<file path="src/rtl/mac_drain_pkg.sv">
// Shared types and defaults for the MAC result drain: FSM state encoding,
// default widths and the lane-index width helper.
package mac_drain_pkg;

  localparam int unsigned DefAccW  = 16;
  localparam int unsigned DefNMacs = 4;

  typedef logic [1:0] state_t;

  localparam state_t StIdle    = 2'd0;
  localparam state_t StCollect = 2'd1;
  localparam state_t StDrain   = 2'd2;

  function automatic int unsigned lane_w(input int unsigned n);
    return (n < 2) ? 1 : $clog2(n);
  endfunction

endpackage

</file>
<file path="src/rtl/mac_result_drain_if.sv">
// Valid/ready result stream from the drain to the downstream consumer.
interface mac_result_drain_if
  import mac_drain_pkg::*;
#(
  parameter int unsigned ACC_W  = DefAccW,
  parameter int unsigned LANE_W = lane_w(DefNMacs)
) ();

  logic [ACC_W-1:0]  out_data;
  logic [LANE_W-1:0] out_lane;
  logic              out_valid;
  logic              out_ready;
  logic              out_last;

  modport master (
    output out_data,
    output out_lane,
    output out_valid,
    output out_last,
    input  out_ready
  );

  modport slave (
    input  out_data,
    input  out_lane,
    input  out_valid,
    input  out_last,
    output out_ready
  );

endinterface

</file>
<file path="src/rtl/drain_lane_reg.sv">
// One lane's hold register and captured flag. Clear beats capture, so a lane
// cannot be re-armed on the same edge that ends a round.
module drain_lane_reg
  import mac_drain_pkg::*;
#(
  parameter int unsigned ACC_W = DefAccW
) (
  input  logic             clk_i,
  input  logic             clr_i,
  input  logic             cap_en_i,
  input  logic [ACC_W-1:0] data_i,
  output logic             captured_o,
  output logic [ACC_W-1:0] value_o
);

  logic             captured_q, captured_d;
  logic [ACC_W-1:0] value_q, value_d;

  always_comb begin
    captured_d = captured_q;
    value_d    = value_q;
    if (clr_i) begin
      captured_d = 1'b0;
      value_d    = '0;
    end else if (cap_en_i) begin
      captured_d = 1'b1;
      value_d    = data_i;
    end
  end

  always_ff @(posedge clk_i) begin
    captured_q <= captured_d;
    value_q    <= value_d;
  end

  assign captured_o = captured_q;
  assign value_o    = value_q;

endmodule

</file>
<file path="src/rtl/mac_result_drain.sv">
// Captures per-lane MAC results and streams them out lane 0..N_MACS-1.
// Define RESULT_RELU_EN to clamp negative results to zero at the output mux.
module mac_result_drain
  import mac_drain_pkg::*;
#(
  parameter int unsigned ACC_W  = DefAccW,
  parameter int unsigned N_MACS = DefNMacs,
  localparam int unsigned LANE_W = lane_w(N_MACS)
) (
  input  logic                    clk,
  input  logic                    rst,
  input  logic                    clear,
  input  logic [N_MACS*ACC_W-1:0] acc_in,
  input  logic [N_MACS-1:0]       valid_in,
  mac_result_drain_if.master      out_if,
  output logic                    busy,
  output logic                    overrun
);

  state_t            state_q, state_d;
  logic [LANE_W-1:0] idx_q, idx_d;
  logic              overrun_q, overrun_d;

  logic [N_MACS-1:0] captured;
  logic [N_MACS-1:0] cap_en;
  logic [N_MACS-1:0] mask_next;
  logic [ACC_W-1:0]  hold [N_MACS];
  logic [ACC_W-1:0]  sel;
  logic              out_valid;
  logic              xfer;
  logic              last_beat;
  logic              lane_clr;

  assign out_valid = (state_q == StDrain);
  assign xfer      = out_valid && out_if.out_ready;
  assign last_beat = (idx_q == LANE_W'(N_MACS - 1));
  assign cap_en    = valid_in & ~captured & {N_MACS{state_q != StDrain}};
  assign mask_next = captured | cap_en;
  assign lane_clr  = rst | clear | (xfer & last_beat);

  for (genvar i = 0; i < N_MACS; i++) begin : g_lane
    drain_lane_reg #(
      .ACC_W (ACC_W)
    ) u_lane (
      .clk_i      (clk),
      .clr_i      (lane_clr),
      .cap_en_i   (cap_en[i]),
      .data_i     (acc_in[i*ACC_W +: ACC_W]),
      .captured_o (captured[i]),
      .value_o    (hold[i])
    );
  end

  always_comb begin
    state_d   = state_q;
    idx_d     = idx_q;
    overrun_d = overrun_q;
    case (state_q)
      StIdle, StCollect: begin
        if (&mask_next) begin
          state_d = StDrain;
          idx_d   = '0;
        end else if (|mask_next) begin
          state_d = StCollect;
        end
      end
      StDrain: begin
        // Late valids are dropped; only the sticky flag records them.
        if (|valid_in) overrun_d = 1'b1;
        if (xfer) begin
          if (last_beat) begin
            state_d = StIdle;
            idx_d   = '0;
          end else begin
            idx_d = idx_q + 1'b1;
          end
        end
      end
      default: begin
        state_d = StIdle;
        idx_d   = '0;
      end
    endcase
  end

  always_ff @(posedge clk) begin
    if (rst || clear) begin
      state_q   <= StIdle;
      idx_q     <= '0;
      overrun_q <= 1'b0;
    end else begin
      state_q   <= state_d;
      idx_q     <= idx_d;
      overrun_q <= overrun_d;
    end
  end

  assign sel = hold[idx_q];

  always_comb begin
    out_if.out_data = '0;
    if (out_valid) begin
`ifdef RESULT_RELU_EN
      out_if.out_data = sel[ACC_W-1] ? '0 : sel;
`else
      out_if.out_data = sel;
`endif
    end
  end

  assign out_if.out_valid = out_valid;
  assign out_if.out_lane  = idx_q;
  assign out_if.out_last  = out_valid && last_beat;
  assign busy             = (state_q != StIdle);
  assign overrun          = overrun_q;

endmodule

</file>
<file path="src/flat_wrapper.sv">
// flat-port wrapper written by rule: the top's interface ports become plain ports
module mac_result_drain_flat import mac_drain_pkg::*;
#(
  parameter int unsigned ACC_W  = DefAccW,
  parameter int unsigned N_MACS = DefNMacs,
  localparam int unsigned LANE_W = lane_w(N_MACS)
)
  (clk, rst, clear, acc_in, valid_in, busy, overrun, out_if_out_data, out_if_out_lane, out_if_out_valid, out_if_out_last, out_if_out_ready);
  mac_result_drain_if #(.ACC_W(ACC_W), .LANE_W((2))) out_if_i ();
  input  logic clk;
  input  logic rst;
  input  logic clear;
  input  logic [N_MACS*ACC_W-1:0] acc_in;
  input  logic [N_MACS-1:0] valid_in;
  output logic busy;
  output logic overrun;
  output wire logic [$bits(out_if_i.out_data)-1:0] out_if_out_data;
  output wire logic [$bits(out_if_i.out_lane)-1:0] out_if_out_lane;
  output wire logic [$bits(out_if_i.out_valid)-1:0] out_if_out_valid;
  output wire logic [$bits(out_if_i.out_last)-1:0] out_if_out_last;
  input wire logic [$bits(out_if_i.out_ready)-1:0] out_if_out_ready;
  assign out_if_out_data = out_if_i.out_data;
  assign out_if_out_lane = out_if_i.out_lane;
  assign out_if_out_valid = out_if_i.out_valid;
  assign out_if_out_last = out_if_i.out_last;
  assign out_if_i.out_ready = out_if_out_ready;
  mac_result_drain #(.ACC_W(ACC_W), .N_MACS(N_MACS)) u_core (.clk(clk), .rst(rst), .clear(clear), .acc_in(acc_in), .valid_in(valid_in), .out_if(out_if_i), .busy(busy), .overrun(overrun));
endmodule
</file>
<file path="config.mk">
export PLATFORM = sky130hd
export DESIGN_NAME = mac_result_drain_flat
export DESIGN_NICKNAME = d
export VERILOG_FILES = /design/src/rtl/mac_drain_pkg.sv /design/src/rtl/mac_result_drain_if.sv /design/src/rtl/drain_lane_reg.sv /design/src/rtl/mac_result_drain.sv /design/src/flat_wrapper.sv
export SDC_FILE = /design/constraint.sdc
export NUM_CORES = 1
export LEC_CHECK = 0
export CAP_MARGIN = 20
export CORE_MARGIN = 2
export CORE_UTILIZATION = 48
export DETAILED_ROUTE_END_ITERATION = 8
export GPL_ROUTABILITY_DRIVEN = 0
export PLACE_DENSITY_LB_ADDON = 0.3
export SETUP_SLACK_MARGIN = 0.4
export SLEW_MARGIN = 5
export SYNTH_ARGS = -nofsm -noshare
export SYNTH_HDL_FRONTEND = slang
export SYNTH_SLANG_ARGS = --single-unit
</file>
<file path="constraint.sdc">
create_clock -name clk -period 1.6 [get_ports clk]
set_input_delay 0.24 -clock clk [delete_from_list [all_inputs] [get_ports clk]]
set_output_delay 0.24 -clock clk [all_outputs]
set_load 0.005 [all_outputs]
</file>
==> impl_metrics.ini, run 1 <==
[power]
totalPowerFinal_mw = 4.13
pwr-share-comb = 0.200
p_sw_mw = 1.23
ir_worst_vdd_mv = 0.698
internal-power_mw = 2.90
swShare = 0.297
power_frac_seq = 0.465
clkPwrFrac = 0.334
p_leak_nw = 2.16
power_density_nw_per_um2 = 711

[cells_and_area]
multi_input_area_um2 = 2120
utilization = 0.850
nNetsFinal = 596
antenna_cells = 0
fin_cells = 624
area_growth_pct = 69.9
drive_gt1_frac = 0.405
register_area_um2 = 1470
fillers = 349

[synth]
synth_top_family_by_area = compound AO/OA/AOI/OAI gates
synth_seq_cells = 73
synth.avg_cell_area_um2 = 8.97
synth_top_cell_by_area = dfxtp_1
synth_xor_area_frac = 0
yosysWarnings = 0
yosys.area_share.simple = 0.163
synth_area_leaders = dfxtp_1 43%, mux4_1 11%, a21oi_1 10%
synth_compound_area_frac = 0.209
yosysSeqAreaShare = 0.428
synth_cells = 381
synth_cell_types = 28
synth_top_area_frac = 0.428
netlist_area_um2 = 3420
synth_fp_nets = 454
synth_fa_ha_area_frac = 0.00366
muxShareOfSynthArea = 0.127

[timing]
tightest_slew_ns = 0.465
period_needed_ns = 2.09
drv_slew = 0
worst_slack_ns = -0.493
skew_ns = 0.0119
setup-violations-final = 90
period_share = 1.31
hold_viol_final = 0
max_freq_mhz = 478
max_slew_margin = 0.687
rsz0062_at_grt = yes

[floorplanning]
die_y_um = 88.4
core_um2 = 6830
die_area_um2 = 7810
initial_core_util = 0.500
rows = 30
io_pins = 94
die_x_um = 88.4

[status]
outcome = complete, but fails checks
violations = setup timing

[global_routing]
grt_max_degree = 42
grt_pass1_wl_um = 22100
globalRoute.totalOverflow = 0
antenna_found_initial = 0
grt_pass1_vias = 4036
grt_usage = 0.386

[clocking]
root_buffer = clkbuf_8
clockBufferDepth = 2
ctsHoldBuffers = 0
cts_buffers = 9
path_clk_slew_ns = 0.09
clk-insertion-delay-late_ns = 0.38
htreeDepth = 3
cts_sinks = 73
cts_tree = yes

[route]
wire_per_inst_um = 26.0
drt-pass1-iter-count = 7
wirelength_um = 16200
via_count = 4140
vias_per_cell = 6.63
drc = 0
ant_nets = 0
drt_iter0_drc = 563

[setup_path]
end_kind = output pin
start_kind = flop
critPathMaxFanout = 3
path_class = reg2out
worstPathRequired_ns = 1.36
crit_arrival_ns = 1.85

[placement]
numPortBuffers = 93
placed_cells = 571
dp_hpwl_um = 6940

[hold_path]
hold_path_class = in2reg

[job]
cap_violations = 0
[synth_stat cells]
cell type  number
dfxtp_1        73
a21oi_1        69
nand3_1        64
o21ai_0        60
and2_1         17
buf_2          14
mux4_1         14
clkbuf_2        9
clkbuf_1        8
nor2_1          8
buf_4           6
nand2b_1        5
o21ai_1         5
nor2b_1         4
o22ai_1         4
nor3_1          3
buf_6           2
inv_1           2
mux2i_1         2
mux4_2          2
nand2_1         2
or4_1           2
a32o_1          1
buf_8           1
clkinv_2        1
ha_1            1
o21ai_2         1
or2_2           1
[worst paths after layout]
check | start | end | slack (ns) | cells after the start
setup / recovery | u_core.out_if.out_lane[1] | out_if_out_data[13] | -0.49 | 4
hold / removal | valid_in[1] | u_core.state_q[0] | 0.33 | 4
setup reg to reg | u_core.out_if.out_lane[1] | u_core.g_lane[3].u_lane.value_o[11] | -0.45 | 13
hold reg to reg | u_core.overrun | u_core.overrun | 0.50 | 2
[state kept, by name, summed over array words and instances, names as in the netlist]
name                             count
u_core.g_lane.u_lane.captured_o      4
u_core.g_lane.u_lane.value_o        64
u_core.out_if.out_lane               2
u_core.overrun                       1
u_core.state_q                       2
[power by group through the flow]
stage                     Sequential, mW  Combinational (mW)  Clock [mW]
after global routing                1.92               0.852        1.42
after floorplan                     1.94               0.238           0
after global placement              1.95               0.531           0
after CTS                           1.91               0.726        1.28
after detailed placement            1.95               0.540           0
final                               1.92               0.827        1.38
[logic make-up (layout without fill, tap and decap cells)]
| kind of cell | after synthesis | after routing |
|---|---|---|
| AO/OA/AOI/OAI | 140 | 140 |
| AND/OR/NAND/NOR | 106 | 106 |
| flip-flops | 73 | 73 |
| buffers and inverters | 43 | 190 |
| multiplexers | 18 | 18 |
| adder cells (fa/ha/maj) | 1 | 1 |
[cells in the final DEF, fill, tap and decap left out, drive strengths merged]
cell,n
o22ai,4
a21oi,69
clkbuf,12
dlymetal6s2s,2
and2,17
dfxtp,73
dlygate4sd2,3
o21ai,66
nand2,2
a32o,1
or2,1
nor3,3
mux4,16
nand3,64
ha,1
nand2b,5
buf,94
mux2i,2
clkinvlp,1
nor2,8
clkdlybuf4s15,1
inv,3
or4,2
nor2b,4
clkinv,5
clkdlybuf4s50,69
[per-stage QoR]
stage / TNS [ns] / hold slack, ns / setup slack (ns) / instance area [µm²]
2_1_floorplan: 0 / 0.317 / 0.134 / 3460
4_1_cts: -24.69 / 0.442 / -0.425 / 5580
6_report: -30.21 / 0.330 / -0.493 / 5810
3_5_place_dp: -13.17 / 0.463 / -0.284 / 4620
5_1_grt: -31.95 / 0.357 / -0.500 / 5810
3_3_place_gp: -11.52 / 0.457 / -0.260 / 4620
[what timing repair did]
action,in CTS,in global routing
setup buffers,20,5
gates cloned,11,1
pin swaps,4,7
setup endpoints to repair,95,94
gates resized for setup,199,35
[critical path, stage by stage, from the launching register on]
cell and delay [ns]:
dfxtp_4 0.39, buf_4 0.14, mux4_2 0.52, and2_4 0.16
dlygate4sd2_1 0.26
[routing by layer]
layer,vias up,global-route usage,wire length [µm]
li1,1668,-,-
met1,1975,0.479,6070
met2,391,0.632,7570
met3,106,0.0662,1660
met4,0,0.229,950
met5,-,0,0
[layout make-up]
type,instances,area share
inverter,3,0.00409
clock buffer,11,0.0243
sequential,73,0.253
multi-input combinational,265,0.364
timing repair buffer,170,0.326
timing repair inverter,1,0.00151
tap,96,0.0207
clock inverter,5,0.00539
Power figures use the tool's default switching activity.
==> inputs of run 2 (changes only) <==
Settings changed: SYNTH_HIERARCHICAL set to 1.
==> impl_metrics.ini, run 2 <==
[clocking]
htreeDepth = 3
path_clk_slew_ns = 0.09
root_buffer = clkbuf_8
cts_buffers = 9
cts_sinks = 73
clk-insertion-delay-late_ns = 0.35
cts_tree = yes
clockBufferDepth = 2

[placement]
dp_slack_ns = -0.309
dp_hpwl_um = 5890
numPortBuffers = 93
placed_cells = 483
placed_area_um2 = 4480

[cells_and_area]
layout_common_cells = 72 x nor2_1, 71 x clkdlybuf4s50_1, 67 x dfxtp_1
register_area_um2 = 1470
largest_reg_flops = 64
nNetsFinal = 517
fillers = 378
utilization = 0.794
multi_input_area_um2 = 1830
fin_area_um2 = 5360
final_common_cell = nor2_1
area_growth_pct = 60.6
fin_cells = 529
antenna_cells = 0
drive_gt1_frac = 0.370

[hold_path]
min-delay-start = u_core/overrun
hold_path_class = reg2reg

[power]
power_density_nw_per_um2 = 809
ir_worst_vdd_mv = 0.757
p_leak_nw = 2.23
totalPowerFinal_mw = 4.34

[synth]
synth_edf_count = 0
synth_seq_cells = 73
synth_top_area_frac = 0.438
yosysSeqAreaShare = 0.438
synth_xor_area_frac = 0
async_flop_share = 0
synthTopCellsByCount = 74 x nor2_1, 73 x dfxtp_1, 65 x mux2i_1
synth_fa_ha_area_frac = 0.00375
synth_compound_area_frac = 0.0217
synth_area_leaders = dfxtp_1 44%, mux2i_1 19%, mux4_1 13%
synth_fp_nets = 373
yosysWarnings = 6
netlist_area_um2 = 3340
synth_cell_types = 30
yosys.area_share.simple = 0.151
synth_top_cell_by_area = dfxtp_1
synth_top_family_by_area = multiplexers
synth_cells = 300
synth.avg_cell_area_um2 = 11.1
muxShareOfSynthArea = 0.321
synth_most_common_cell = nor2_1
synthFlopType = dfxtp_1

[timing]
max_freq_mhz = 503
tightest_slew_ns = 0.562
period_needed_ns = 1.99
skew_ns = 0.00833
hold_viol_final = 0
max_slew_margin = 0.621
rsz0062_at_grt = yes
tns_ns = -17.56
timing.hold.ws_ns = 0.471
period_share = 1.24
drv_slew = 0
worst_slack_ns = -0.389
setup-violations-final = 87

[global_routing]
grt_pass1_vias = 3035
antenna_found_initial = 0
grt_max_degree = 29
grt_usage = 0.263
globalRoute.totalOverflow = 0
grt_pass1_wl_um = 15200

[setup_path]
end_kind = output pin
crit_arrival_ns = 1.75
timing.rr.start = u_core/state_q[1]
path_class = reg2out
start_kind = flop
critPathMaxFanout = 5
startpoint = u_core/out_if.out_lane[0]
worstPathRequired_ns = 1.36

[floorplanning]
core_um2 = 6760
die_y_um = 87.4
die_x_um = 87.4
rows = 30
die_area_um2 = 7640
io_pins = 94
initial_core_util = 0.494

[route]
wire_per_inst_um = 21.1
ant_nets = 0
drc = 0
drt_iter0_drc = 174
vias_per_cell = 5.53
drt-pass1-iter-count = 4
wirelength_um = 11100
via_count = 2927

[status]
violations = setup timing
outcome = complete, but fails checks

[job]
cap_violations = 0
run 2: worst max-delay path, cell delays in order, from the launching register on:
cell and delay (ns):
dfxtp_4 0.39, buf_12 0.12, buf_4 0.11, mux4_2 0.49
and2_4 0.17, buf_2 0.12
run 2: final timing paths:
path | to | slack [ns] | cells past startpoint
setup / recovery | out_if_out_data[7] | -0.39 | 5
hold / removal | u_core/overrun | 0.47 | 2
setup reg to reg | u_core/g_lane[2].u_lane/value_o[12] | -0.26 | 8
hold reg to reg | u_core/overrun | 0.47 | 2
run 2: repair_timing:
item | 4_1_cts | 5_1_grt
endpoints found under the hold margin | 0 | 0
hold buffers | 0 | 0
gates cloned | 3 | 1
setup buffers | 23 | 3
gates resized for setup | 154 | 42
pin swaps | 24 | 33
endpoints found under the setup margin | 94 | 94
run 2: cells by family (layout without fill, tap and decap cells):
family	count (synthesis)	count (layout)
compound gates	12	12
mux	81	81
buf+inv	24	173
fa+ha+maj	1	1
simple gates	109	109
flops	73	73
run 2: power by group:
part           total [mW]  switching [mW]  internal, mW
sequential           1.92          0.0439          1.88
combinational       0.738           0.291         0.447
clock                1.68           0.781         0.897
run 2: layer usage:
layer	vias up	track usage	part of all wire
met5	-	0	0
met4	0	0.0993	0.021
li1	1327	-	-
met3	23	0.0540	0.056
met2	110	0.466	0.53
met1	1467	0.312	0.39
run 2: cell type report:
class | instances | area share
inverters | 2 | 0.00140
well taps | 80 | 0.0187
repair buffers | 155 | 0.322
clock inverters | 7 | 0.0191
multi-input cells | 203 | 0.341
flip-flops and latches | 73 | 0.274
clock buffers | 9 | 0.0231
